**src/rtl/uart_tx_arbiter_pkg.sv**
```systemverilog
// Shared constants for the UART transmit arbiter: FSM encodings and defaults.
package uart_tx_arbiter_pkg;

  // FSM state encodings (kept as plain constants for legacy tools)
  localparam logic [2:0] ST_ARB       = 3'd0;
  localparam logic [2:0] ST_LOAD      = 3'd1;
  localparam logic [2:0] ST_STROBE    = 3'd2;
  localparam logic [2:0] ST_WAIT_LOW  = 3'd3;
  localparam logic [2:0] ST_WAIT_HIGH = 3'd4;

  localparam int DEFAULT_N           = 4;
  localparam int DEFAULT_ACK_TIMEOUT = 16;

endpackage

```
**src/rtl/uart_tx_arbiter_rr_arbiter.sv**
```systemverilog
// Combinational round-robin priority picker: the first set request at or after
// ptr_i (wrapping modulo N) wins. Reusable for other dispatchers.
module rr_arbiter #(
  parameter  int N  = 4,
  localparam int PW = (N > 1) ? $clog2(N) : 1
) (
  input  logic [N-1:0]  req_i,
  input  logic [PW-1:0] ptr_i,
  output logic [N-1:0]  gnt_o
);

  // Scan from the pointer upward, wrapping, and grant the first requester found
  always_comb begin : arb_scan
    logic          found_s;
    logic [PW:0]   idx_s;
    gnt_o   = '0;
    found_s = 1'b0;
    idx_s   = '0;
    for (int i = 0; i < N; i++) begin
      idx_s = {1'b0, ptr_i} + (PW+1)'(i);
      if (idx_s >= (PW+1)'(N)) begin
        idx_s = idx_s - (PW+1)'(N);
      end else begin
        idx_s = idx_s;
      end
      if (!found_s && req_i[idx_s[PW-1:0]]) begin
        gnt_o[idx_s[PW-1:0]] = 1'b1;
        found_s              = 1'b1;
      end else begin
        found_s = found_s;
      end
    end
  end

endmodule

```
**src/rtl/uart_tx_arbiter.sv**
```systemverilog
// Shares one uart_tx among N byte-stream requesters. A grant is held until the
// requester's last byte has left the UART, so messages never interleave.
module uart_tx_arbiter
  import uart_tx_arbiter_pkg::*;
#(
  parameter int N           = DEFAULT_N,
  parameter int ACK_TIMEOUT = DEFAULT_ACK_TIMEOUT
) (
  input  logic           clk,
  input  logic           rst,
  input  logic [N-1:0]   req_valid,
  input  logic [8*N-1:0] req_data,
  input  logic [N-1:0]   req_last,
  output logic [N-1:0]   req_ready,
  output logic [N-1:0]   grant,
  output logic           tx_wr_en,
  output logic [7:0]     tx_byte,
  input  logic           tx_empty,
  output logic           busy,
  output logic           ack_err
);

  localparam int PW = (N > 1) ? $clog2(N) : 1;
  localparam int CW = $clog2(ACK_TIMEOUT) + 1;

  logic [2:0]    state_q,    state_d;
  logic [PW-1:0] rr_ptr_q,   rr_ptr_d;
  logic [N-1:0]  grant_q,    grant_d;
  logic [7:0]    tx_byte_q,  tx_byte_d;
  logic          last_q,     last_d;
  logic [CW-1:0] cnt_q,      cnt_d;
  logic          tx_wr_en_q, tx_wr_en_d;
  logic          busy_q,     busy_d;

  logic [N-1:0]  arb_gnt_s;
  logic [7:0]    sel_data_s;
  logic          sel_valid_s;
  logic          sel_last_s;
  logic [PW-1:0] g_idx_s;
  logic [PW-1:0] next_ptr_s;
  logic          hs_s;
  logic          done_s;
  logic          ack_err_s;

  rr_arbiter #(.N(N)) u_rr (
    .req_i (req_valid),
    .ptr_i (rr_ptr_q),
    .gnt_o (arb_gnt_s)
  );

  // Route the granted requester's byte, valid, last flag and index via AND-OR mux
  always_comb begin
    sel_data_s  = '0;
    sel_valid_s = 1'b0;
    sel_last_s  = 1'b0;
    g_idx_s     = '0;
    for (int i = 0; i < N; i++) begin
      sel_data_s  = sel_data_s | (req_data[8*i +: 8] & {8{grant_q[i]}});
      sel_valid_s = sel_valid_s | (req_valid[i] & grant_q[i]);
      sel_last_s  = sel_last_s | (req_last[i] & grant_q[i]);
      g_idx_s     = g_idx_s | (grant_q[i] ? PW'(i) : PW'(0));
    end
  end

  assign next_ptr_s = (g_idx_s == PW'(N-1)) ? PW'(0) : (g_idx_s + PW'(1));
  assign req_ready  = (state_q == ST_LOAD) ? (grant_q & {N{tx_empty}}) : '0;
  assign hs_s       = (state_q == ST_LOAD) & tx_empty & sel_valid_s;

  // Next-state logic: arbitration, byte load, strobe and UART handshake tracking
  always_comb begin
    state_d    = state_q;
    rr_ptr_d   = rr_ptr_q;
    grant_d    = grant_q;
    tx_byte_d  = tx_byte_q;
    last_d     = last_q;
    cnt_d      = cnt_q;
    busy_d     = busy_q;
    tx_wr_en_d = 1'b0;
    done_s     = 1'b0;
    ack_err_s  = 1'b0;
    case (state_q)
      ST_ARB: begin
        if (|req_valid) begin
          grant_d = arb_gnt_s;
          busy_d  = 1'b1;
          state_d = ST_LOAD;
        end else begin
          grant_d = '0;
          busy_d  = 1'b0;
        end
      end
      ST_LOAD: begin
        // Grant stays locked here even if the owner stalls mid-message
        if (hs_s) begin
          tx_byte_d  = sel_data_s;
          last_d     = sel_last_s;
          tx_wr_en_d = 1'b1;
          state_d    = ST_STROBE;
        end else begin
          state_d = ST_LOAD;
        end
      end
      ST_STROBE: begin
        cnt_d   = '0;
        state_d = ST_WAIT_LOW;
      end
      ST_WAIT_LOW: begin
        if (!tx_empty) begin
          state_d = ST_WAIT_HIGH;
        end else if (cnt_q == CW'(ACK_TIMEOUT - 1)) begin
          // UART never acknowledged: report it and move on rather than hang
          ack_err_s = 1'b1;
          done_s    = 1'b1;
        end else if (cnt_q != {CW{1'b1}}) begin
          cnt_d = cnt_q + CW'(1);
        end else begin
          cnt_d = cnt_q;
        end
      end
      ST_WAIT_HIGH: begin
        if (tx_empty) begin
          done_s = 1'b1;
        end else begin
          state_d = ST_WAIT_HIGH;
        end
      end
      default: begin
        state_d = ST_ARB;
        grant_d = '0;
        busy_d  = 1'b0;
      end
    endcase
    // Byte finished: release after the last byte, otherwise fetch the next one
    if (done_s) begin
      if (last_q) begin
        grant_d  = '0;
        busy_d   = 1'b0;
        rr_ptr_d = next_ptr_s;
        state_d  = ST_ARB;
      end else begin
        state_d = ST_LOAD;
      end
    end else begin
      state_d = state_d;
    end
  end

  // State and output registers with asynchronous active-low reset
  always_ff @(posedge clk or negedge rst) begin
    if (!rst) begin
      state_q    <= ST_ARB;
      rr_ptr_q   <= '0;
      grant_q    <= '0;
      tx_byte_q  <= 8'h00;
      last_q     <= 1'b0;
      cnt_q      <= '0;
      tx_wr_en_q <= 1'b0;
      busy_q     <= 1'b0;
    end else begin
      state_q    <= state_d;
      rr_ptr_q   <= rr_ptr_d;
      grant_q    <= grant_d;
      tx_byte_q  <= tx_byte_d;
      last_q     <= last_d;
      cnt_q      <= cnt_d;
      tx_wr_en_q <= tx_wr_en_d;
      busy_q     <= busy_d;
    end
  end

  assign grant    = grant_q;
  assign busy     = busy_q;
  assign tx_wr_en = tx_wr_en_q;
  assign tx_byte  = tx_byte_q;
  assign ack_err  = ack_err_s;

endmodule

```
**config.mk**
```make
export PLATFORM = sky130hd
export DESIGN_NAME = uart_tx_arbiter
export DESIGN_NICKNAME = d
export VERILOG_FILES = /design/src/rtl/uart_tx_arbiter_pkg.sv /design/src/rtl/uart_tx_arbiter_rr_arbiter.sv /design/src/rtl/uart_tx_arbiter.sv
export SDC_FILE = /design/constraint.sdc
export NUM_CORES = 1
export LEC_CHECK = 0
export ABC_CLOCK_PERIOD_IN_PS = 2600
export CELL_PAD_IN_SITES_DETAIL_PLACEMENT = 1
export CELL_PAD_IN_SITES_GLOBAL_PLACEMENT = 1
export CORE_ASPECT_RATIO = 1.4
export CORE_MARGIN = 2
export CORE_UTILIZATION = 33
export DETAILED_ROUTE_END_ITERATION = 8
export PLACE_DENSITY_LB_ADDON = 0.1
export SLEW_MARGIN = 30
export SYNTH_ARGS = -nofsm -noshare
export SYNTH_HDL_FRONTEND = slang
export SYNTH_SLANG_ARGS = --single-unit
```
**constraint.sdc**
```tcl
create_clock -name clk -period 2.6 [get_ports clk]
set_input_delay 0.52 -clock clk [delete_from_list [all_inputs] [get_ports clk]]
set_output_delay 0.52 -clock clk [all_outputs]
set_load 0.005 [all_outputs]
```
==> reports/metrics.csv <==
metric,value,unit
r2r_cells,7,
cp-endpoint,ack_err,
ys_ff_latch,25,
p_leak,0.9993,nW
crit_path_start_kind,flip-flop,
post_dp_cell_area,2481,sq um
end_kind,primary output,
detail-route-antenna-nets,0,
finish.instance_area,2562,sq um
avgSynthCellArea,9.581,sq um
fp.dieW,65.77,um
vias,1753,
worstPathArrival,1970,ps
grt_antenna_before_repair,0,
max_stage_delay,500,ps
vdd.ir_drop.worst,0.4156,mV
clock-sinks,25,
vias_per_cell,5.583,
rsz0062_at_grt,no,
htree_levels,1,
critPathKind,reg2out,
stdcell_count,314,
grt.overflow.total,0,
maxCapViolations,0,
drt_iter0_markers,70,
syn-cell-area,1763,sq um
grt_pass1_vias,1854,
portBuffers,61,
finClkSkew,1.320,ps
crit_start,cnt_q[1],
dp_cells,308,
core,5159,sq um
p_per_area,941.0,nW/um^2
top_layer,met4,
num_rows,31,
initial_utilization,0.3417,
clock_path_buffers,2,
worst_slew_pin_slew,731.9,ps
drive_above_1_share,0.1331,
die-area,5951,sq um
wl_met3,229,um
setup_tns,0,ps
synth_top_flop_cell,dfrtp_1,
antenna_cells,0,
grt_pass1_wl,9.384,mm
dp_hpwl,4.533,mm
seq_power_share,0.320,
r2r_setup_slack,280,ps
globalRouteTotalUtil,0.2048,
cts_buffers,3,
synthCells,184,
cts.clk_slew.worst_paths,90,ps
internal-power,1.418,mW
yosysWarnings,0,
syn_to_final_growth,45.35,%
rr_endpoint,cnt_q[3],
tritoncts,done,
path_cells,ha_1 -> and3_4 -> ha_4 -> nand3_1 -> nor2_1 -> clkdlybuf4s50_1,
syn_nets,237,
status,finished clean,
p_clk_frac,0.102,
critPathMaxFanout,6,
gp_congestion,0.8462,
post-route-min-period,2492,ps
critPathSlowestCell,clkdlybuf4s50_1,
routedWlPerCell,18.69,um
post-route-period-util,0.9583,
synth_edf_count,0,
p_sw,993.1,uW
totalWireLength,5.870,mm
min_path_type,reg2reg,
swShare,0.4119,
worstHoldStart,tx_byte[4],
relSlewSlack,0.5103,
hold_violations,0,
setup_violations,0,
synth_cell_types,41,
p_comb_frac,0.578,
drv_slew,0,
max_clock_freq,0.4014,GHz
die_h,90.48,um
fin_nets,302,
met2WireLength,3.272,mm
m1WireLength,2.300,mm
clk_latency,280,ps
synth-async-reset-ratio,1.000,
root_buffer,clkbuf_8,
grt_max_degree,26,
r2r-start,cnt_q[1],
required,2080,ps
io_pins,62,
dr.pass1.iters,4,
ys_seq_area_frac,0.3549,
drc,0,
cell usage in the layout, fill, tap and decap left out, types with 4 or more instances in the layout:
| cell type | count |
|---|---|
| and2_1 | 5 |
| a21oi_1 | 6 |
| dfrtp_1 | 25 |
| nor2_1 | 16 |
| nand4_1 | 4 |
| a32oi_1 | 4 |
| nand4bb_1 | 4 |
| ha_1 | 9 |
| buf_4 | 14 |
| a22o_1 | 5 |
| nand3_1 | 10 |
| a22oi_1 | 20 |
| a31oi_1 | 9 |
| nand2_1 | 8 |
| clkdlybuf4s50_1 | 61 |
| o21ai_0 | 6 |
routing by layer:
metal	global-route usage	up-vias
met2	0.3855	46
met4	0.05729	0
li1	-	836
met5	0	-
met3	0.01995	5
met1	0.2362	866
per-stage QoR:
step | setup slack [ps] | utilization | power (mW) | hold WS, ps
after floorplan | 280.2 | - | 1.511 | 224.4
after global placement | 141.1 | 0.4810 | 2.072 | 521.0
after detailed placement | 125.3 | 0.4810 | 2.146 | 540.7
after CTS | 23.24 | 0.4924 | 2.404 | 564.6
after global routing | 9.524 | 0.4967 | 2.615 | 595.8
final | 108.4 | 0.4967 | 2.411 | 562.2
kinds of logic after synthesis:
logic type	after synthesis	share of synthesized area
buffers and inverters	18	0.04329
DFF	25	0.3549
and+or+nand+nor	67	0.2228
xor gates and xnor gates	1	0.004969
adders and majority gates	10	0.07097
muxes	7	0.07665
AOI/OAI and AO/OA	56	0.2264
how the worst min path moves through the flow:
stage | endpoint | cells after the start
final | tx_byte[4] | 2
after global routing | tx_byte[4] | 2
after CTS | tx_byte[4] | 2
after detailed placement | cnt_q[3] | 1
after global placement | cnt_q[2] | 2
after floorplan | busy | 0
what timing repair did:
action                                 CTS  global route
resized for setup                        1             2
endpoints found under the hold margin    0             0
hold buffers                             0             0
setup endpoints to repair                1             1
buffers inserted                         1             1
worst max-delay path, delay by kind of cell (launching register included):
kind / cells / cell delay [ps]
flip-flops: 1 / 410
AND/OR/NAND/NOR: 3 / 400
buffers and inverters: 1 / 500
adder cells (fa/ha/maj): 2 / 380
flip-flops by register name, indices dropped and copies added (netlist names):
register	cells
cnt_q	5
tx_wr_en	1
state_q	3
busy	1
tx_byte	8
grant	4
last_q	1
rr_ptr_q	2
Yosys cell counts, drive strengths merged, types with 2 or more instances:
master / n / area (sq um)
or3b: 3 / 26.28
nor3b: 2 / 15.01
a22o: 5 / 43.79
and2: 5 / 31.28
nand2b: 2 / 12.51
inv: 3 / 11.26
a21oi: 6 / 30.03
and3: 2 / 12.51
buf: 2 / 16.26
mux2: 3 / 33.78
nand3: 10 / 50.05
mux4: 4 / 101.4
nor2: 16 / 60.06
a31oi: 9 / 56.30
nand4: 4 / 25.02
o21ai: 6 / 30.03
nand2: 8 / 30.03
ha: 10 / 125.1
dfrtp: 25 / 625.6
nand4bb: 4 / 45.04
or2: 2 / 12.51
or4: 3 / 26.27
a22oi: 20 / 150.1
a32oi: 4 / 35.03
clkbuf: 13 / 48.80
power groups by stage:
| stage | Clock (mW) | Combinational [mW] | Sequential (mW) |
|---|---|---|---|
| CTS | 0.256 | 1.37 | 0.774 |
| global placement | 0 | 1.30 | 0.771 |
| detailed placement | 0 | 1.36 | 0.783 |
| finish | 0.246 | 1.39 | 0.773 |
| floorplan | 0 | 0.825 | 0.686 |
| global route | 0.270 | 1.54 | 0.804 |
area by class of cell:
type | count | area, sq um
tap | 66 | 82.58
fill | 596 | 2596
sequential | 25 | 625.6
timing repair buffer | 75 | 715.7
multi-input combinational | 141 | 1079
inverter | 3 | 11.26
clock buffer | 3 | 41.29
clock inverter | 1 | 7.507
Note: power is estimated with default switching activity, not from simulation.
